--- config.mk ---
export PLATFORM = sky130hd
export DESIGN_NAME = pulse_generator
export DESIGN_NICKNAME = d
export VERILOG_FILES = /design/src/rtl/pulse_generator_pkg.sv /design/src/rtl/saturating_counter.sv /design/src/rtl/pulse_generator.sv
export SDC_FILE = /design/constraint.sdc
export NUM_CORES = 1
export LEC_CHECK = 0
export CAP_MARGIN = 20
export CELL_PAD_IN_SITES_DETAIL_PLACEMENT = 1
export CELL_PAD_IN_SITES_GLOBAL_PLACEMENT = 2
export CORE_MARGIN = 8
export CORE_UTILIZATION = 27
export DETAILED_ROUTE_END_ITERATION = 16
export GPL_TIMING_DRIVEN = 1
export PLACE_DENSITY = 0.81
export SYNTH_ARGS = -nofsm -noshare
export SYNTH_HDL_FRONTEND = slang
export SYNTH_SLANG_ARGS = --single-unit
--- constraint.sdc ---
create_clock -name clk -period 3.5 [get_ports clk]
set_input_delay 0.525 -clock clk [delete_from_list [all_inputs] [get_ports clk]]
set_output_delay 0.525 -clock clk [all_outputs]
set_load 0.01 [all_outputs]
--- src/rtl/pulse_generator_pkg.sv ---
// Shared types for the pulse generator: FSM state encoding and output level constants.
package pulse_generator_pkg;

  typedef enum logic [1:0] {
    IDLE = 2'd0,
    HIGH = 2'd1,
    GAP  = 2'd2
  } pg_state_e;

  localparam logic LVL_HIGH = 1'b1;
  localparam logic LVL_LOW  = 1'b0;

endpackage

--- src/rtl/saturating_counter.sv ---
// Pending-request counter: up/down by one, holds at all-ones and flags that condition.
module saturating_counter #(
  parameter int WIDTH = 4
) (
  input  logic             clk,
  input  logic             reset,
  input  logic             inc,
  input  logic             dec,
  output logic [WIDTH-1:0] count,
  output logic             saturated
);

  localparam logic [WIDTH-1:0] MAX = '1;

  assign saturated = (count == MAX);

  always_ff @(posedge clk) begin
    if (reset) begin
      count <= '0;
    end else if (inc && !dec && !saturated) begin
      count <= count + WIDTH'(1);
    end else if (dec && !inc && (count != '0)) begin
      count <= count - WIDTH'(1);
    end
  end

endmodule

--- src/rtl/pulse_generator.sv ---
// Queued pulse generator: each trigger yields a high pulse of high_cycles followed by
// at least low_cycles of low time; requests arriving mid-pulse wait in a saturating queue.
module pulse_generator
  import pulse_generator_pkg::*;
#(
  parameter int WIDTH_BITS = 16,
  parameter int QUEUE_BITS = 4
) (
  input  logic                  clk,
  input  logic                  reset,
  input  logic                  trigger,
  input  logic [WIDTH_BITS-1:0] high_cycles,
  input  logic [WIDTH_BITS-1:0] low_cycles,
  output logic                  level,
  output logic                  busy,
  output logic [QUEUE_BITS-1:0] pending,
  output logic                  done,
  output logic                  overflow
);

  pg_state_e             state, state_nxt;
  logic [WIDTH_BITS-1:0] cnt, cnt_nxt;
  logic [WIDTH_BITS-1:0] hi_lat, hi_nxt;
  logic [WIDTH_BITS-1:0] lo_lat, lo_nxt;
  logic                  done_nxt;
  logic                  ready, start;
  logic                  q_inc, q_dec, q_full;

  // A zero request still yields one cycle, so pulses never merge.
  function automatic logic [WIDTH_BITS-1:0] at_least_one(input logic [WIDTH_BITS-1:0] v);
    return (v == '0) ? WIDTH_BITS'(1) : v;
  endfunction

  assign busy  = (state != IDLE);
  assign ready = (state == IDLE) || ((state == GAP) && (cnt == '0));
  assign start = ready && ((pending != '0) || trigger);

  // A start with an empty queue consumes the same-cycle trigger directly.
  assign q_inc = trigger && !start;
  assign q_dec = start && (pending != '0) && !trigger;

  saturating_counter #(.WIDTH(QUEUE_BITS)) u_queue (
    .clk       (clk),
    .reset     (reset),
    .inc       (q_inc),
    .dec       (q_dec),
    .count     (pending),
    .saturated (q_full)
  );

  always_comb begin
    state_nxt = state;
    cnt_nxt   = cnt;
    hi_nxt    = hi_lat;
    lo_nxt    = lo_lat;
    done_nxt  = 1'b0;
    case (state)
      HIGH: begin
        if (cnt == '0) begin
          state_nxt = GAP;
          cnt_nxt   = lo_lat - WIDTH_BITS'(1);
          done_nxt  = 1'b1;
        end else begin
          cnt_nxt = cnt - WIDTH_BITS'(1);
        end
      end
      GAP: begin
        if (cnt != '0) cnt_nxt = cnt - WIDTH_BITS'(1);
        else           state_nxt = IDLE;
      end
      default: ;
    endcase
    if (start) begin
      state_nxt = HIGH;
      hi_nxt    = at_least_one(high_cycles);
      lo_nxt    = at_least_one(low_cycles);
      cnt_nxt   = at_least_one(high_cycles) - WIDTH_BITS'(1);
    end
  end

  always_ff @(posedge clk) begin
    if (reset) begin
      state    <= IDLE;
      cnt      <= '0;
      hi_lat   <= '0;
      lo_lat   <= '0;
      level    <= LVL_LOW;
      done     <= 1'b0;
      overflow <= 1'b0;
    end else begin
      state    <= state_nxt;
      cnt      <= cnt_nxt;
      hi_lat   <= hi_nxt;
      lo_lat   <= lo_nxt;
      level    <= (state_nxt == HIGH) ? LVL_HIGH : LVL_LOW;
      done     <= done_nxt;
      overflow <= q_inc && q_full;
    end
  end

endmodule
### After elaboration in Yosys (flattened, before gate mapping)

Index checks and enable logic that the tools add are counted.

* register bits: 41
* bits of input ports: 35
* output and inout bits: 8
* word-level logic and storage cells: 60

* add/sub/neg operators: 5
* eq/ne operators: 5
* mux-type cells: 14
* bitwise operators: 1
* reductions and logical operators: 28

Operators with widths (count)
* $mux W16: 5
* $logic_not A16 Y1: 3
* $sub A16 B1 Y16 const B: 3
* $pmux W16 S2: 1
* $reduce_bool A16 Y1: 1
* $logic_and A1 B1 Y1: 10
* $mux W4: 2
* $mux W2: 3
* $logic_not A1 Y1: 5
* $add A4 B1 Y4 const B: 1
* $eq A2 B1 Y1 const B: 2
* $eq A4 B4 Y1 const B: 1
* $pmux W2 S2: 1
* $reduce_bool A2 Y1: 2
* $reduce_bool A4 Y1: 1
* $sub A4 B1 Y4 const B: 1
* $ne A3 B2 Y1 const B: 1
* $reduce_bool A3 Y1: 1
* $eq A2 B2 Y1 const B: 1
* $logic_not A2 Y1: 1
* $logic_or A1 B1 Y1: 2
* $mux W1: 2
* $reduce_and A2 Y1: 1
* $reduce_or A2 Y1: 1
* $not A1 Y1: 1

### Logic depth before layout (Yosys ltp)

Gate-level depths: netlist of the first run.

* depth after elaboration: 11
* gate-level depth with buffers: 14
* gate-level depth less buffers: 13

### Modules after synthesis

A second synthesis of the first run with hierarchy kept.

* cells, all modules: 386
* area, all modules: 3029.2 µm²

By module, submodules not included
* pulse_generator: times used 1, cells each 359, area an instance 2741.4 µm², sequential area each 740.7 µm²
* saturating_counter: times used 1, cells each 27, area an instance 287.8 µm², sequential area each 80.1 µm²

### Least setup slack after synthesis of the first run

Ideal clock, no wire load.

* path kind: reg-to-reg
* start: reg cnt[2]
* end: reg u_queue.count[3]
* library setup time: 128 ps
* arrival time: 2612 ps
* data required time: 3372 ps
* path slack: 760 ps
* cell stages (with the launch flop): 13
* buffers on the path: 1
* clock period less this slack: 2740 ps
* cell sequence: dfxtp_1 > buf_6 > or4_4 > nor4_2 > a211oi_1 > inv_1 > ha_1 > a21o_1 > a21oi_1 > a2111oi_0 > a31oi_1 > xor2_1 > nor2_1

* longest elaborated chain between the ends: 10
* elaborated cells on any way between the ends: 16
* classes of those cells: mux (1); reduce/logical (15)

Ends and longest elaborated chain
* start, declared: RTL line pulse_generator.sv:22 `logic [WIDTH_BITS-1:0] cnt, cnt_nxt;`
* start signal, assigned: RTL line pulse_generator.sv:92 `cnt <= cnt_nxt;`
* $logic_not A16 Y1 *: RTL line pulse_generator.sv:35 `assign ready = (state == IDLE) || ((state == GAP) && (cnt == '0));`
* $logic_and A1 B1 Y1 *: RTL line pulse_generator.sv:35
* $logic_or A1 B1 Y1 *: RTL line pulse_generator.sv:35
* $logic_and A1 B1 Y1 *: RTL line pulse_generator.sv:36 `assign start = ready && ((pending != '0) || trigger);`
* $logic_and A1 B1 Y1 or $logic_not A1 Y1 (tied branches): RTL line pulse_generator.sv:40, pulse_generator.sv:39
* $logic_and A1 B1 Y1 (on tied branches): RTL line pulse_generator.sv:40, pulse_generator.sv:39
* $logic_not A1 Y1 (on tied branches): RTL line saturating_counter.sv:20, saturating_counter.sv:22
* $logic_and A1 B1 Y1 (on tied branches) (2 in series): RTL line saturating_counter.sv:20, saturating_counter.sv:22
* $mux W4 or $reduce_bool A2 Y1 (tied branches)
* end signal, assigned: RTL line saturating_counter.sv:21 `count <= count + WIDTH'(1);`
* end signal, assigned: RTL line saturating_counter.sv:23 `count <= count - WIDTH'(1);`
* end, declared: RTL line saturating_counter.sv:9 `output logic [WIDTH-1:0] count,`

Mark *: on every way between the ends. The rest lies on a longest branch, timed or not.
A chain may end at the register's enable or synchronous reset.

### Worst setup path after layout of the first run

* start: in high_cycles[7]
* end: reg cnt[12]

* longest elaborated chain between the ends: 4

Ends and longest elaborated chain
* start, declared: RTL line pulse_generator.sv:12 `input logic [WIDTH_BITS-1:0] high_cycles,`
* $logic_not A16 Y1: RTL line pulse_generator.sv:31 `return (v == '0) ? WIDTH_BITS'(1) : v;`
* $mux W16 *: RTL line pulse_generator.sv:31
* $sub A16 B1 Y16 *: RTL line pulse_generator.sv:77 `cnt_nxt = at_least_one(high_cycles) - WIDTH_BITS'(1);`
* $mux W16 *: RTL line pulse_generator.sv:73 `if (start) begin`

Marks and branches as above.

==> results.toml, run 1 <==
[run_status]
status = "completed"

[cts]
path_clk_slew_ns = 0.08
tritoncts = "built"
postCtsSetupRepairBufs = 0
cts.hold.buffers_added = 0
clockRootBuffer = "clkbuf_8"
ctsResizeCount = 0
cts_sinks = 41
clock_path_buffers = 2
cts-buffers-inserted = 5
insertion_delay_ns = 0.30
htree_num_levels = 2

[sta]
tns_ns = 0
timing.final.crit_share_pct = 87.4
fmax_mhz = 327
rsz0062_at_grt = "no"
worstMarginPinSlew_ns = 0.971
maxSlewHeadroom_pct = 34.6
whs_ns = 0.475
min_period_ns = 3.06
final-hold-violation-count = 0
skew_ns = 0.0112
finalMaxSlewViolations = 0
setup_violations = 0

[die]
core.rowCount = 37
die_h_um = 119
start_util_pct = 27.8
ioPinCount = 43
die-area_um2 = 14200
die_w_um = 119
coreArea_um2 = 10300

[routing]
wl_per_cell_um = 16.3
drt_iter0_drc = 160
first_pass_iters = 4
detail-route-antenna-nets = 0
vias = 2960
drcViolationCount = 0
via_per_inst = 5.28
wl_um = 9150

[synth]
synth_top_area_share_pct = 28.6
synth-seq-cells = 41
synth_ff_type = "dfxtp_1"
synth_cells = 379
yosysUniqueCellTypes = 55
synthMostInstantiatedCell = "nand2_1"
synthTopCellsByCount = "nand2_1, a21oi_1, dfxtp_1, nor2_1, xor2_1"
ys_seq_area_share_pct = 28.6
synth_area_leaders = "dfxtp_1, a21oi_1, nand2_1"
syn_area_per_cell_um2 = 7.57
synth_edf_count = 0
synth.cell_area_um2 = 2870
async_reset_ff_share_pct = 0
synth_nets = 423
yosys_warnings = 0
post-synth-top-area-cell = "dfxtp_1"

[critical_path]
critPathMaxFanout = 6
crit_path_frequent_cell = "a21oi_1"
cp.arrival_ns = 3.27
crit_slowest_cell = "nor3b_1"
end_kind = "register"
crit_chain = "clkdlybuf4s50_1, nor4_1, and4_1, a21oi_1, ha_1, nor3b_1, nand3_1, nor2_1, xor2_1, a21oi_1, a211oi_1"
slowest_delay_ns = 0.64
critPathKind = "in2reg"
required_ns = 3.71
cp-start-kind = "input port"

[final_layout]
syn2layout_area_growth_pct = 24.3
final_nets = 468
nFillCells = 1279
final_cells = 561
regArea_um2 = 821
stdcell_area_um2 = 3570
antenna_cells = 0
drive_above_1_share_pct = 6.82
multi_input_area_um2 = 1930

[pwr]
powerDensity_nw_per_um2 = 846
leakage_nw = 1.30
irDropWorstVdd_uv = 262
power.total_mw = 3.02

[grt]
grt_max_degree = 22
antenna_found_initial = 0
track_usage_pct = 13.0
first_global_vias = 3081
globalRouteOverflowTotal = 0
grt_pass1_wl_um = 15300

[placed_design]
dp_cells = 553
gp_congestion = 0.895
dpl-instance-area_um2 = 3480
portBuffers = 42
hpwl_um = 7350

[flow_run]
drv_cap = 0

[worst_hold_path]
hold_path.class = "reg2reg"
## cell usage in the layout (no fill, tap or decap), drive strengths merged, types with 3 or more instances in the layout
cell type / instances
a211o: 3
a211oi: 10
a21o: 3
a21oi: 41
buf: 13
clkbuf: 5
clkdlybuf4s50: 42
dfxtp: 41
ha: 8
inv: 11
mux2i: 6
nand2: 50
nand3: 12
nand4: 5
nor2: 41
nor3: 13
nor3b: 4
nor4: 16
o211ai: 6
o21ai: 14
or4: 11
xnor2: 15
xor2: 20
## critical path: cells and delay by family
| kind | cells | cell delay [ns] |
|---|---|---|
| AO/OA/AOI/OAI | 3 | 0.48 |
| AND/OR/NAND/NOR | 5 | 1.33 |
| XOR/XNOR | 1 | 0.15 |
| buffers and inverters | 1 | 0.55 |
| adder cells (fa/ha/maj) | 1 | 0.23 |
## logic make-up after synthesis
family | count (synthesis) | share of synthesized area (%)
and+or+nand+nor | 164 | 28.6
AOI/OAI and AO/OA | 96 | 21.8
DFF | 41 | 28.6
xor gates and xnor gates | 35 | 10.7
buffers and inverters | 28 | 4.10
adders and majority gates | 9 | 4.18
muxes | 6 | 2.09
## metal layers
layer / vias up / routed length (µm) / global-route usage [%]
li1: 1475 / - / -
met1: 1443 / 4230 / 16.2
met2: 36 / 4560 / 23.0
met3: 6 / 259 / 2.17
met4: 0 / 93 / 2.61
met5: - / 0 / 0
## state kept, by name (all words and copies together) (netlist names)
name,flops
cnt,16
done,1
level,1
lo_lat,16
overflow,1
state,2
u_queue.count,4
## per-stage QoR
| step | worst slack [ns] | utilization, % |
|---|---|---|
| 6_report | 0.442 | 34.6 |
| 5_1_grt | 0.112 | 34.6 |
| 4_1_cts | 0.457 | 34.6 |
| 3_5_place_dp | 0.125 | 33.7 |
| 3_3_place_gp | 0.286 | 33.7 |
| 2_1_floorplan | 0.760 | - |
## power by group
| part | switching, mW | internal, mW | total (mW) |
|---|---|---|---|
| logic | 1.06 | 0.777 | 1.84 |
| registers | 0.223 | 0.632 | 0.855 |
| clock network | 0.185 | 0.138 | 0.324 |
| total | 1.47 | 1.55 | 3.02 |
## final cells by class
| type | count | share of cell area (%) |
|---|---|---|
| clock buffers | 5 | 1.93 |
| multi-input cells | 310 | 54.1 |
| clock inverters | 3 | 0.491 |
| repair buffers | 55 | 14.5 |
| inverters | 11 | 1.16 |
| well taps | 136 | 4.77 |
| flip-flops and latches | 41 | 23.0 |
## worst paths after layout
path	startpoint	end	slack (ns)	depth (start not counted)
worst min-delay path	lo_lat[15]$_SDFFE_PP0N_	lo_lat[15]$_SDFFE_PP0N_	0.48	2
worst min register to register	lo_lat[15]$_SDFFE_PP0N_	lo_lat[15]$_SDFFE_PP0N_	0.48	2
worst max register to register	cnt[2]$_SDFFE_PP0P_	u_queue.count[3]$_SDFFE_PP0P_	0.62	11
worst max-delay path	high_cycles[7]	cnt[12]$_SDFFE_PP0P_	0.44	11
Note: power is estimated with default switching activity, not from simulation.
==> run 2, diff against run 1 <==
CORE_ASPECT_RATIO = 1.75   (was default)
MAX_ROUTING_LAYER = met4   (was default)
==> run 2 against run 1 <==
Against the previous run: global-route usage grew 1.8 points; via count grew 0.30%; first-iteration DRC count shrank 4.4%; register-to-register slack lost 0.27 ns; combinational power is essentially flat; final area grew 1.7%; worst hold slack lost 0.0038 ns; count of clock-buffer cells in the layout is the same; routed wire length grew 9.2%; die area grew 0.92%; highest routed layer unchanged; power grew 5.5%.
==> results.toml, run 2 (same netlist as run 1, synthesis figures left out) <==
[pwr]
power.total_mw = 3.19
clkPwrFrac_pct = 14.5
p_comb_share_pct = 58.3
leakage_nw = 1.33
powerDensity_nw_per_um2 = 878
internal-power_mw = 1.67
irDropWorstVdd_uv = 364
switching_share_pct = 47.5
p_seq_share_pct = 27.2
switching_power_mw = 1.51

[critical_path]
critical_path_buf_inv_count = 1
cp-start-kind = "register"
crit_chain = "or4_4, nor4_2, a211oi_1, inv_1, ha_1, a21o_1, a21oi_1, a2111oi_0, a31oi_1, xor2_1, nor2_1"
cp_top_family = "simple AND/OR/NAND/NOR gates"
cp.arrival_ns = 3.33
critPathMaxFanout = 7
cp-startpoint = "cnt[2]$_SDFFE_PP0P_"
end_kind = "register"
critPathKind = "reg2reg"
required_ns = 3.68
r2r_start = "cnt[2]$_SDFFE_PP0P_"
crit_slowest_cell = "or4_4"
slowest_delay_ns = 0.60

[cts]
clock_path_buffers = 2
cts.hold.buffers_added = 0
tritoncts = "built"
insertion_delay_ns = 0.29
cts-buffers-inserted = 5
cts_sinks = 41
clockRootBuffer = "clkbuf_16"
htree_num_levels = 2
postCtsSetupRepairBufs = 0
path_clk_slew_ns = 0.06
ctsResizeCount = 0

[die]
start_util_pct = 27.3
coreArea_um2 = 10500
die_w_um = 93.9
die_h_um = 152
die-area_um2 = 14300
core.rowCount = 50
ioPinCount = 43

[sta]
min_period_ns = 3.15
final-hold-violation-count = 0
timing.final.crit_share_pct = 89.9
setup_violations = 0
finalMaxSlewViolations = 0
tns_ns = 0
skew_ns = 0.00679
fmax_mhz = 318
maxSlewHeadroom_pct = 43.9
rsz0062_at_grt = "no"
worstMarginPinSlew_ns = 0.834

[routing]
wl_per_cell_um = 18.0
wl_um = 9990
drt_iter0_drc = 153
drcViolationCount = 0
via_per_inst = 5.34
first_pass_iters = 4
detail-route-antenna-nets = 0
vias = 2969

[grt]
grt_pass1_wl_um = 16400
first_global_vias = 3229
antenna_found_initial = 0
grt_max_degree = 21
globalRouteOverflowTotal = 0
track_usage_pct = 14.8

[placed_design]
dpl-instance-area_um2 = 3490
gp_congestion = 0.863
hpwl_um = 8110
portBuffers = 42

[final_layout]
drive_above_1_share_pct = 7.28
stdcell_area_um2 = 3630
layout_commonest_cell = "nand2_1"
final_nets = 469
mostFrequentLayoutCells = "nand2_1, clkdlybuf4s50_1, nor2_1, dfxtp_1, a21oi_1"
antenna_cells = 0
syn2layout_area_growth_pct = 26.4
largest_registers = "cnt: 16 flops, lo_lat: 16 flops, u_queue.count: 4 flops"
final_core_util_pct = 34.5

[run_status]
status = "completed"

[flow_run]
drv_cap = 0

[worst_hold_path]
hold_path.class = "reg2reg"
hp-start = "lo_lat[15]$_SDFFE_PP0N_"
-- run 2: metrics by stage --
| stage | worst slack (ns) | instances | hold slack, ns |
|---|---|---|---|
| finish | 0.353 | 556 | 0.472 |
| global route | 0.103 | 556 | 0.494 |
| CTS | 0.341 | 556 | 0.478 |
| detailed placement | 0.109 | 548 | 0.469 |
| floorplan | 0.760 | 379 | 0.446 |
| global placement | 0.176 | 548 | 0.462 |
-- run 2: layout make-up --
cell class	instances	area [µm²]
timing repair buffer	56	526
fill	1327	6880
tap	130	163
clock buffer	5	125
clock inverter	3	17.5
sequential	41	821
multi-input combinational	310	1940
inverter	11	41.3
-- run 2: path summary, 6_finish.rpt --
path	depth (start not counted)	slack [ns]	end
setup reg to reg	11	0.35	u_queue.count[3]$_SDFFE_PP0P_
hold / removal	2	0.47	lo_lat[15]$_SDFFE_PP0N_
setup / recovery	11	0.35	u_queue.count[3]$_SDFFE_PP0P_
hold reg to reg	2	0.47	lo_lat[15]$_SDFFE_PP0N_
-- run 2: layer usage --
layer,global-route usage [%],routed length (µm),vias to the layer above
met5,-,0,-
met4,7.22,385,0
met3,2.17,206,18
met2,27.5,5710,47
met1,14.2,3690,1433
li1,-,-,1471
-- run 2: worst reg2reg max path, cell delays in order, from the launching register on --
cell and delay [ns]:
dfxtp_1 0.39, or4_4 0.60, nor4_2 0.57, a211oi_1 0.19, inv_1 0.16, ha_1 0.24
a21o_1 0.17, a21oi_1 0.19, a2111oi_0 0.10, a31oi_1 0.21, xor2_1 0.16, nor2_1 0.05
-- run 2: power by group through the flow --
| stage | Sequential [mW] | Clock (mW) | Combinational (mW) |
|---|---|---|---|
| 4_1_cts | 0.864 | 0.478 | 1.88 |
| 3_3_place_gp | 0.865 | 0 | 1.82 |
| 2_1_floorplan | 0.796 | 0 | 1.32 |
| 6_report | 0.865 | 0.462 | 1.86 |
| 3_5_place_dp | 0.875 | 0 | 1.86 |
| 5_1_grt | 0.893 | 0.493 | 2.06 |
==> run 3, diff against run 2 <==
GPL_TIMING_DRIVEN = 0   (was 1)
==> run 3 against run 2 <==
Against the previous run: maximum frequency down 2.9%; final area shrank 0.21%; via count increased by 3.0%; count of clock-buffer cells in the layout up 2; cell count is 0.54% higher; power increased by 2.6%; core utilization shrank 0.071 points; largest cell class unchanged; largest power group unchanged.
==> results.toml, run 3 (same netlist as run 1, synthesis figures left out) <==
[cts]
clockRootBuffer = "clkbuf_16"
insertion_delay_ns = 0.29
path_clk_slew_ns = 0.06
cts_sinks = 41
ctsResizeCount = 0
htree_num_levels = 2
postCtsSetupRepairBufs = 0
tritoncts = "built"
cts.hold.buffers_added = 0
cts-buffers-inserted = 5
clock_path_buffers = 2

[run_status]
status = "completed"

[sta]
skew_ns = 0.00428
worst_slack_ns = 0.260
final-hold-violation-count = 0
worstMarginPinSlew_ns = 0.812
tns_ns = 0
setup_violations = 0
finalMaxSlewViolations = 0
timing.final.crit_share_pct = 92.6
maxSlewHeadroom_pct = 45.4
min_period_ns = 3.24
fmax_mhz = 309
rsz0062_at_grt = "no"

[final_layout]
drive_above_1_share_pct = 4.90
final_nets = 472
layout_commonest_cell = "nand2_1"
largest_registers = "cnt: 16 flops, lo_lat: 16 flops, u_queue.count: 4 flops"
stdcell_area_um2 = 3620
final_cells = 559
final_core_util_pct = 34.5
syn2layout_area_growth_pct = 26.2
antenna_cells = 0
mostFrequentLayoutCells = "nand2_1, nor2_1, a21oi_1, dfxtp_1, clkdlybuf4s50_1"

[routing]
drt_iter0_drc = 153
wl_per_cell_um = 18.6
vias = 3057
wl_um = 10400
detail-route-antenna-nets = 0
drcViolationCount = 0
via_per_inst = 5.47
first_pass_iters = 4

[placed_design]
hpwl_um = 8520
dpl-instance-area_um2 = 3450
gp_congestion = 0.880
dp_cells = 551
pre_cts_ws_ns = -0.0713
portBuffers = 41

[worst_hold_path]
hold_path.class = "reg2reg"
whs_path_depth = 2

[pwr]
irDropWorstVdd_uv = 291
leakage_nw = 1.32
powerDensity_nw_per_um2 = 903

[critical_path]
cp-start-kind = "input port"
end_kind = "register"
critPathKind = "in2reg"
required_ns = 3.65
cp.arrival_ns = 3.39
critPathMaxFanout = 6
ff2ff_path_depth = 14
ff2ff_setup_slack_ns = 0.36

[grt]
track_usage_pct = 15.6
globalRouteOverflowTotal = 0
grt_pass1_wl_um = 17000
grt_max_degree = 13
antenna_found_initial = 0
first_global_vias = 3346

[die]
die_w_um = 93.9
die-area_um2 = 14300
coreArea_um2 = 10500
ioPinCount = 43
core.rowCount = 50
die_h_um = 152
start_util_pct = 27.3

[flow_run]
drv_cap = 0
-- run 3: cell count changes in the layout (fill, tap and decap cells not counted) --
cell,delta
buf_6,+1
buf_4,-14
a21oi_2,-1
clkbuf_1,+12
clkbuf_8,+1
buf_1,+1
clkdlybuf4s50_1,-1
bufinv_16,+1
clkinv_2,-2
clkinvlp_4,-1
buf_2,+5
a21oi_1,+1
-- run 3: area by class of cell --
cell class              count  area [µm²]
clock buffers               7         143
inverters                  11        41.3
multi-input cells         310        1930
plain buffers              17        76.3
fillers                  1321        6890
flip-flops and latches     41         821
well taps                 130         163
repair buffers             42         415
clock inverters             1        30.0
-- run 3: report_power, final --
| group | internal [mW] | switching, mW | total [mW] |
|---|---|---|---|
| clock network | 0.357 | 0.200 | 0.557 |
| logic | 0.744 | 1.14 | 1.88 |
| registers | 0.633 | 0.200 | 0.833 |
-- run 3: layer usage --
metal | wire (µm) | part of all wire, % | GRT usage [%] | vias up
met4 | 408 | 3.9 | 6.92 | 0
met1 | 3730 | 36 | 14.2 | 1480
met2 | 5990 | 58 | 30.4 | 64
met5 | 0 | 0 | - | -
met3 | 283 | 2.7 | 2.02 | 30
li1 | - | - | - | 1483
-- run 3: critical path: stages --
cell	delay [ns]
clkdlybuf4s50_1	0.58
nor4_1	0.09
and4_1	0.23
a21oi_1	0.30
ha_1	0.25
nor3b_1	0.61
nand3b_1	0.16
xor2_1	0.30
o21ai_0	0.12
o2111ai_1	0.12
a21oi_1	0.08
-- run 3: stage by stage --
step / total power [mW] / hold slack [ns]
finish: 3.27 / 0.477
global route: 3.56 / 0.502
CTS: 3.30 / 0.478
detailed placement: 2.73 / 0.470
global placement: 2.68 / 0.460
floorplan: 2.11 / 0.446
-- run 3: final timing paths --
check | from | endpoint
worst max-delay path | high_cycles[4] | cnt[8]$_SDFFE_PP0P_
worst max register to register | cnt[0]$_SDFFE_PP0P_ | u_queue.count[3]$_SDFFE_PP0P_
worst min-delay path | lo_lat[15]$_SDFFE_PP0N_ | lo_lat[15]$_SDFFE_PP0N_
worst min register to register | lo_lat[15]$_SDFFE_PP0N_ | lo_lat[15]$_SDFFE_PP0N_
==> patch 1: new RTL, config.mk and constraints of run 1 <==
Change the parameter `QUEUE_BITS` from 4 to 6.
--- a/src/rtl/pulse_generator.sv
+++ b/src/rtl/pulse_generator.sv
@@ -4,7 +4,7 @@
   import pulse_generator_pkg::*;
 #(
   parameter int WIDTH_BITS = 16,
-  parameter int QUEUE_BITS = 4
+  parameter int QUEUE_BITS = 6
 ) (
   input  logic                  clk,
   input  logic                  reset,
Interface: changed (resized pending); port bits go from 43 to 45. No check against the original RTL was run, so the function may have changed too.
==> patch 1 against run 1 <==
Cell count grew 5.9%. Sequential cell count grew 2. Clock power grew 58%. Setup slack lost 110 ps. Final area grew 10%. Global-route usage shrank 0.51 points. Wire length grew 10%. Area after synthesis grew 11%. Utilization shrank 0.23 points. Count of clock-buffer cells in the layout grew 2. Power grew 18%. Combinational power grew 17%. Critical path type is now reg2reg. Largest power group unchanged. Highest routed layer unchanged.
==> patch 1: results (changes against run 1) <==
* Placed Cells at 586 (+6.0%)
* HP Class: reg2reg
* Peak supply drop at 263 µV (+0.41%)
* Share of the synthesized area in the top cell type at 27.1% (-1.5 points)
* Mapped Nets at 453 (+7.1%)
* Setup crit start: cnt[1]
* Synth unique cells at 66 (+20%)
* Diode count at 0 (unchanged)
* Data arrival time of the worst path at 3390 ps (+120 ps)
* Iteration-0 DRC Markers at 103 (-36%)
* Hold_sp: lo_lat[15]
* Lkg Pwr at 0.00144 µW (+11%)
* RePlAce Congestion at 0.803 (-10%)
* DRT Pass-1 Iters at 4 (unchanged)
* Pin count of the biggest net entering global routing at 21 (-4.5%)
* IO Port Bufs at 44 (+4.8%)
* Initial antenna violation count at 0 (unchanged)
* Number of global-route vias before repair at 3284 (+6.6%)
* Setup slack after placement at 135 ps (+9.75 ps)
* CTS clk-pin slew, worst paths at 70 ps
* Via Count at 3165 (+6.9%)
* Synth area leaders: dfxtp_1 27%, nand2_1 6.5%, a21oi_1 6.5%, xnor2_1 5.2%, ha_1 4.3%
* Global-route wire length before repair at 16300 µm (+6.9%)
* Max Buffers Root-to-Sink at 2 (unchanged)
* Htree depth at 2 (unchanged)
* Min-Delay Path Depth at 2 (unchanged)
* Regs by FF count: cnt: 16 flops, lo_lat: 16 flops, u_queue.count: 6 flops
* Largest fanout on the critical path at 4 (-2)
* Layout Cells excl Fill at 594 (+5.9%)
* Share of flip-flops with an asynchronous set or reset at 0% (unchanged)
* Run status: finished, final reports clean
* # Post-CTS Setup Buffers at 0 (unchanged)
* Total GRT Usage at 12.5% (-0.51 points)
* Sequential fraction of the synthesis area at 27.1% (-1.5 points)
* Synth cell count leaders: 55 x nand2_1, 43 x dfxtp_1, 41 x a21oi_1, 34 x nor2_1, 19 x xnor2_1
* R2R depth at 13 (+2)
* Share of layout cells above drive strength 1 at 9.98% (+3.2 points)
* Post-CTS sizing at 0 (unchanged)
* Layout Skew at 6.02 ps (-5.21 ps)
* Final nets at 497 (+6.2%)
* Relative slew slack at 50.3% (+16 points)
* Total of warnings raised by yosys at 0 (unchanged)
* Syn Area/Cell at 7.82 µm² (+3.3%)
* Final wirelength at 10100 µm (+10%)
* CTS root buf: clkbuf_16
* DPL Wire Length at 8050 µm (+9.6%)
* Worst-skew pair later-pin latency at 290 ps
* Number of CTS-inserted buffers at 5 (unchanged)
[patch 1: logic make-up (layout without fill, tap and decap cells)]
logic type,after synthesis,in the layout,share of synthesized area [%]
and+or+nand+nor,172,172,29.0
AOI/OAI and AO/OA,104,104,22.2
DFF,43,43,27.1
buffers and inverters,36,81,5.63
xor gates and xnor gates,31,31,8.55
adders and majority gates,12,12,4.96
muxes,8,8,2.56
[patch 1: metrics by stage]
stage,hold slack [ps],area (µm²),total power (µW)
2_1_floorplan,444,3180,2460
3_3_place_gp,463,3770,3000
3_5_place_dp,478,3770,3050
4_1_cts,486,3930,3580
5_1_grt,511,3940,3850
6_report,480,3940,3560
[patch 1: final cells by class]
type,count,area (µm²)
clock buffer,7,153
clock inverter,1,7.51
fill,1372,7530
inverter,16,60.1
multi-input combinational,327,2140
sequential,43,861
tap,143,179
timing repair buffer,57,538
[patch 1: worst paths after layout]
path / endpoint / slack, ps
max: u_queue.count[5] / 330
min: lo_lat[15] / 480
max reg2reg: u_queue.count[5] / 330
min reg2reg: lo_lat[15] / 480
[patch 1: power by group]
| group | switching (µW) | internal, µW |
|---|---|---|
| registers | 224 | 668 |
| clock network | 207 | 304 |
| logic | 1250 | 913 |
[patch 1: worst max-delay path, cell delays in order (launching register included)]
cell and delay [ps]:
dfxtp_1 320, inv_1 120, ha_1 150, or4b_4 510, nor4_4 340, a211oi_2 180, inv_1 170, ha_1 270
a211oi_1 260, o21bai_1 110, a21o_1 190, nand3b_1 170, a21o_1 200, a21oi_1 140
[patch 1: routing by layer]
layer / global-route usage (%) / vias up / share of wire, %
met2: 22.2 / 58 / 50
met4: 3.12 / 0 / 1.3
met5: 0 / - / 0
li1: - / 1565 / -
met1: 15.4 / 1533 / 45
met3: 1.66 / 9 / 3.4
==> patch 2: new RTL, config.mk and constraints of run 1 <==
Without the edit above. Remove the register `done`: a continuous assignment takes its place, so the output `done` follows one clock earlier.
--- a/src/rtl/pulse_generator.sv
+++ b/src/rtl/pulse_generator.sv
@@ -85,7 +85,6 @@
       hi_lat   <= '0;
       lo_lat   <= '0;
       level    <= LVL_LOW;
-      done     <= 1'b0;
       overflow <= 1'b0;
     end else begin
       state    <= state_nxt;
@@ -93,9 +92,10 @@
       hi_lat   <= hi_nxt;
       lo_lat   <= lo_nxt;
       level    <= (state_nxt == HIGH) ? LVL_HIGH : LVL_LOW;
-      done     <= done_nxt;
       overflow <= q_inc && q_full;
     end
   end
 
+  assign done = done_nxt;
+
 endmodule
Behaviour: not the same (Yosys sat finds a counterexample within 4 cycles, from zero or initial values and one cycle with reset high).
==> patch 2 against run 1 <==
Critical path depth grew 1. Power shrank 0.63%. Non-clock buffer count shrank 2. Wire length shrank 1.8%. Setup slack lost 88 ps. Final area grew 0.95%. Count of clock-buffer cells in the layout is the same. Clock skew grew 1.1 ps. Sequential cell count shrank 1. Area after synthesis grew 1.1%. Critical endpoint is now cnt[14]. Largest power group unchanged.
==> patch 2: results (changes against run 1) <==
* Post-CTS sizing at 0 (unchanged)
* Run status: finished, final reports clean
* Worst-Margin Slew at 739 ps (-232 ps)
* Internal power contribution at 1570 µW (+1.6%)
* Pin count of the biggest net entering global routing at 42 (+91%)
* Reg2reg start: cnt[0]
* CTS clk-pin slew, worst paths at 90 ps
* Sequential fraction of the synthesis area at 27.6% (-1.0 points)
* Number of CTS-inserted buffers at 5 (unchanged)
* Worst R2R Setup Slack at 670 ps (+50 ps)
* Number of global-route vias before repair at 2929 (-4.9%)
* Slowest CP cell: or4_4
* Synth area leaders: dfxtp_1 28%, nand2_1 7.0%, xor2_1 5.7%, xnor2_1 5.1%, a21oi_1 5.0%
* Largest fanout on the critical path at 4 (-2)
* Area of the multi-input gates at 1970 µm² (+2.0%)
* DR WL/cell at 16.3 µm (-0.17%)
* Data arrival time of the worst path at 3320 ps (+50 ps)
* Multiplexer share of the synthesized area at 1.38% (-0.71 points)
* Share of layout cells above drive strength 1 at 9.71% (+2.9 points)
* Layout Skew at 12.3 ps (+1.12 ps)
* Seq. pwr at 866 µW (+1%)
* Placement Cell Area at 3490 µm² (+0.25%)
* Peak supply drop at 247 µV (-5.7%)
* Iteration-0 DRC Markers at 100 (-38%)
* Final nets at 455 (-2.8%)
* Slowest cell delay on critical path at 550 ps (-90 ps)
* Clk. pwr at 391 µW (+21%)
* Global-route wire length before repair at 15000 µm (-1.6%)
* Post-synthesis xor/xnor area fraction at 10.9% (+0.18 points)
* Synth cell count leaders: 54 x nand2_1, 40 x dfxtp_1, 29 x a21oi_1, 29 x nor2_1, 19 x xor2_1
* Syn Area/Cell at 7.93 µm² (+4.7%)
* CTS root buf: clkbuf_8
* Setup slack after placement at 18.0 ps (-107 ps)
* Lkg Pwr at 0.00129 µW (-1.1%)
* Regs by FF count: cnt: 16 flops, lo_lat: 16 flops, u_queue.count: 4 flops
* Adder-cell share of the synthesized area at 4.14% (-0.047 points)
* Setup crit start: high_cycles[10]
* Placed Cells at 544 (-1.6%)
* Synth Area in Compound Gates at 20.2% (-1.5 points)
* Via Count at 2832 (-4.3%)
* Pwr Total at 3000 µW (-0.63%)
* Synth unique cells at 61 (+11%)
* Diode count at 0 (unchanged)
* Mapped Nets at 410 (-3.1%)
* RePlAce Congestion at 0.843 (-5.8%)
* Total GRT Usage at 12.8% (-0.20 points)
* Vias per cell at 5.13 (-2.8%)
* Fillers at 1298 (+1.5%)
* DPL Wire Length at 7130 µm (-3.1%)
* Setup crit end: cnt[14]
==> patch 2: layer usage <==
metal	up-vias	wire length [µm]	global-route usage (%)
met2	34	4510	22.1
met3	7	165	1.74
met4	0	141	3.83
met1	1354	4170	16.2
met5	-	0	0
li1	1437	-	-
==> patch 2: how the worst min path moves through the flow <==
stage                          start         end  slack [ps]
after floorplan           lo_lat[15]  lo_lat[15]         450
after global placement    lo_lat[15]  lo_lat[15]         460
after detailed placement  lo_lat[15]  lo_lat[15]         470
after CTS                 lo_lat[15]  lo_lat[15]         490
after global routing      lo_lat[15]  lo_lat[15]         510
final                     lo_lat[15]  lo_lat[15]         490
==> patch 2: layout make-up <==
cell class / instances / share of cell area [%]
inverters: 11 / 1.15
clock inverters: 3 / 1.18
multi-input cells: 300 / 54.7
repair buffers: 53 / 14.0
flip-flops and latches: 40 / 22.2
clock buffers: 5 / 1.91
well taps: 140 / 4.86
==> patch 2: worst min-delay path, stage by stage (launching register included) <==
cell and delay (ps):
dfxtp_1 320, nand2_1 60, a21oi_1 60
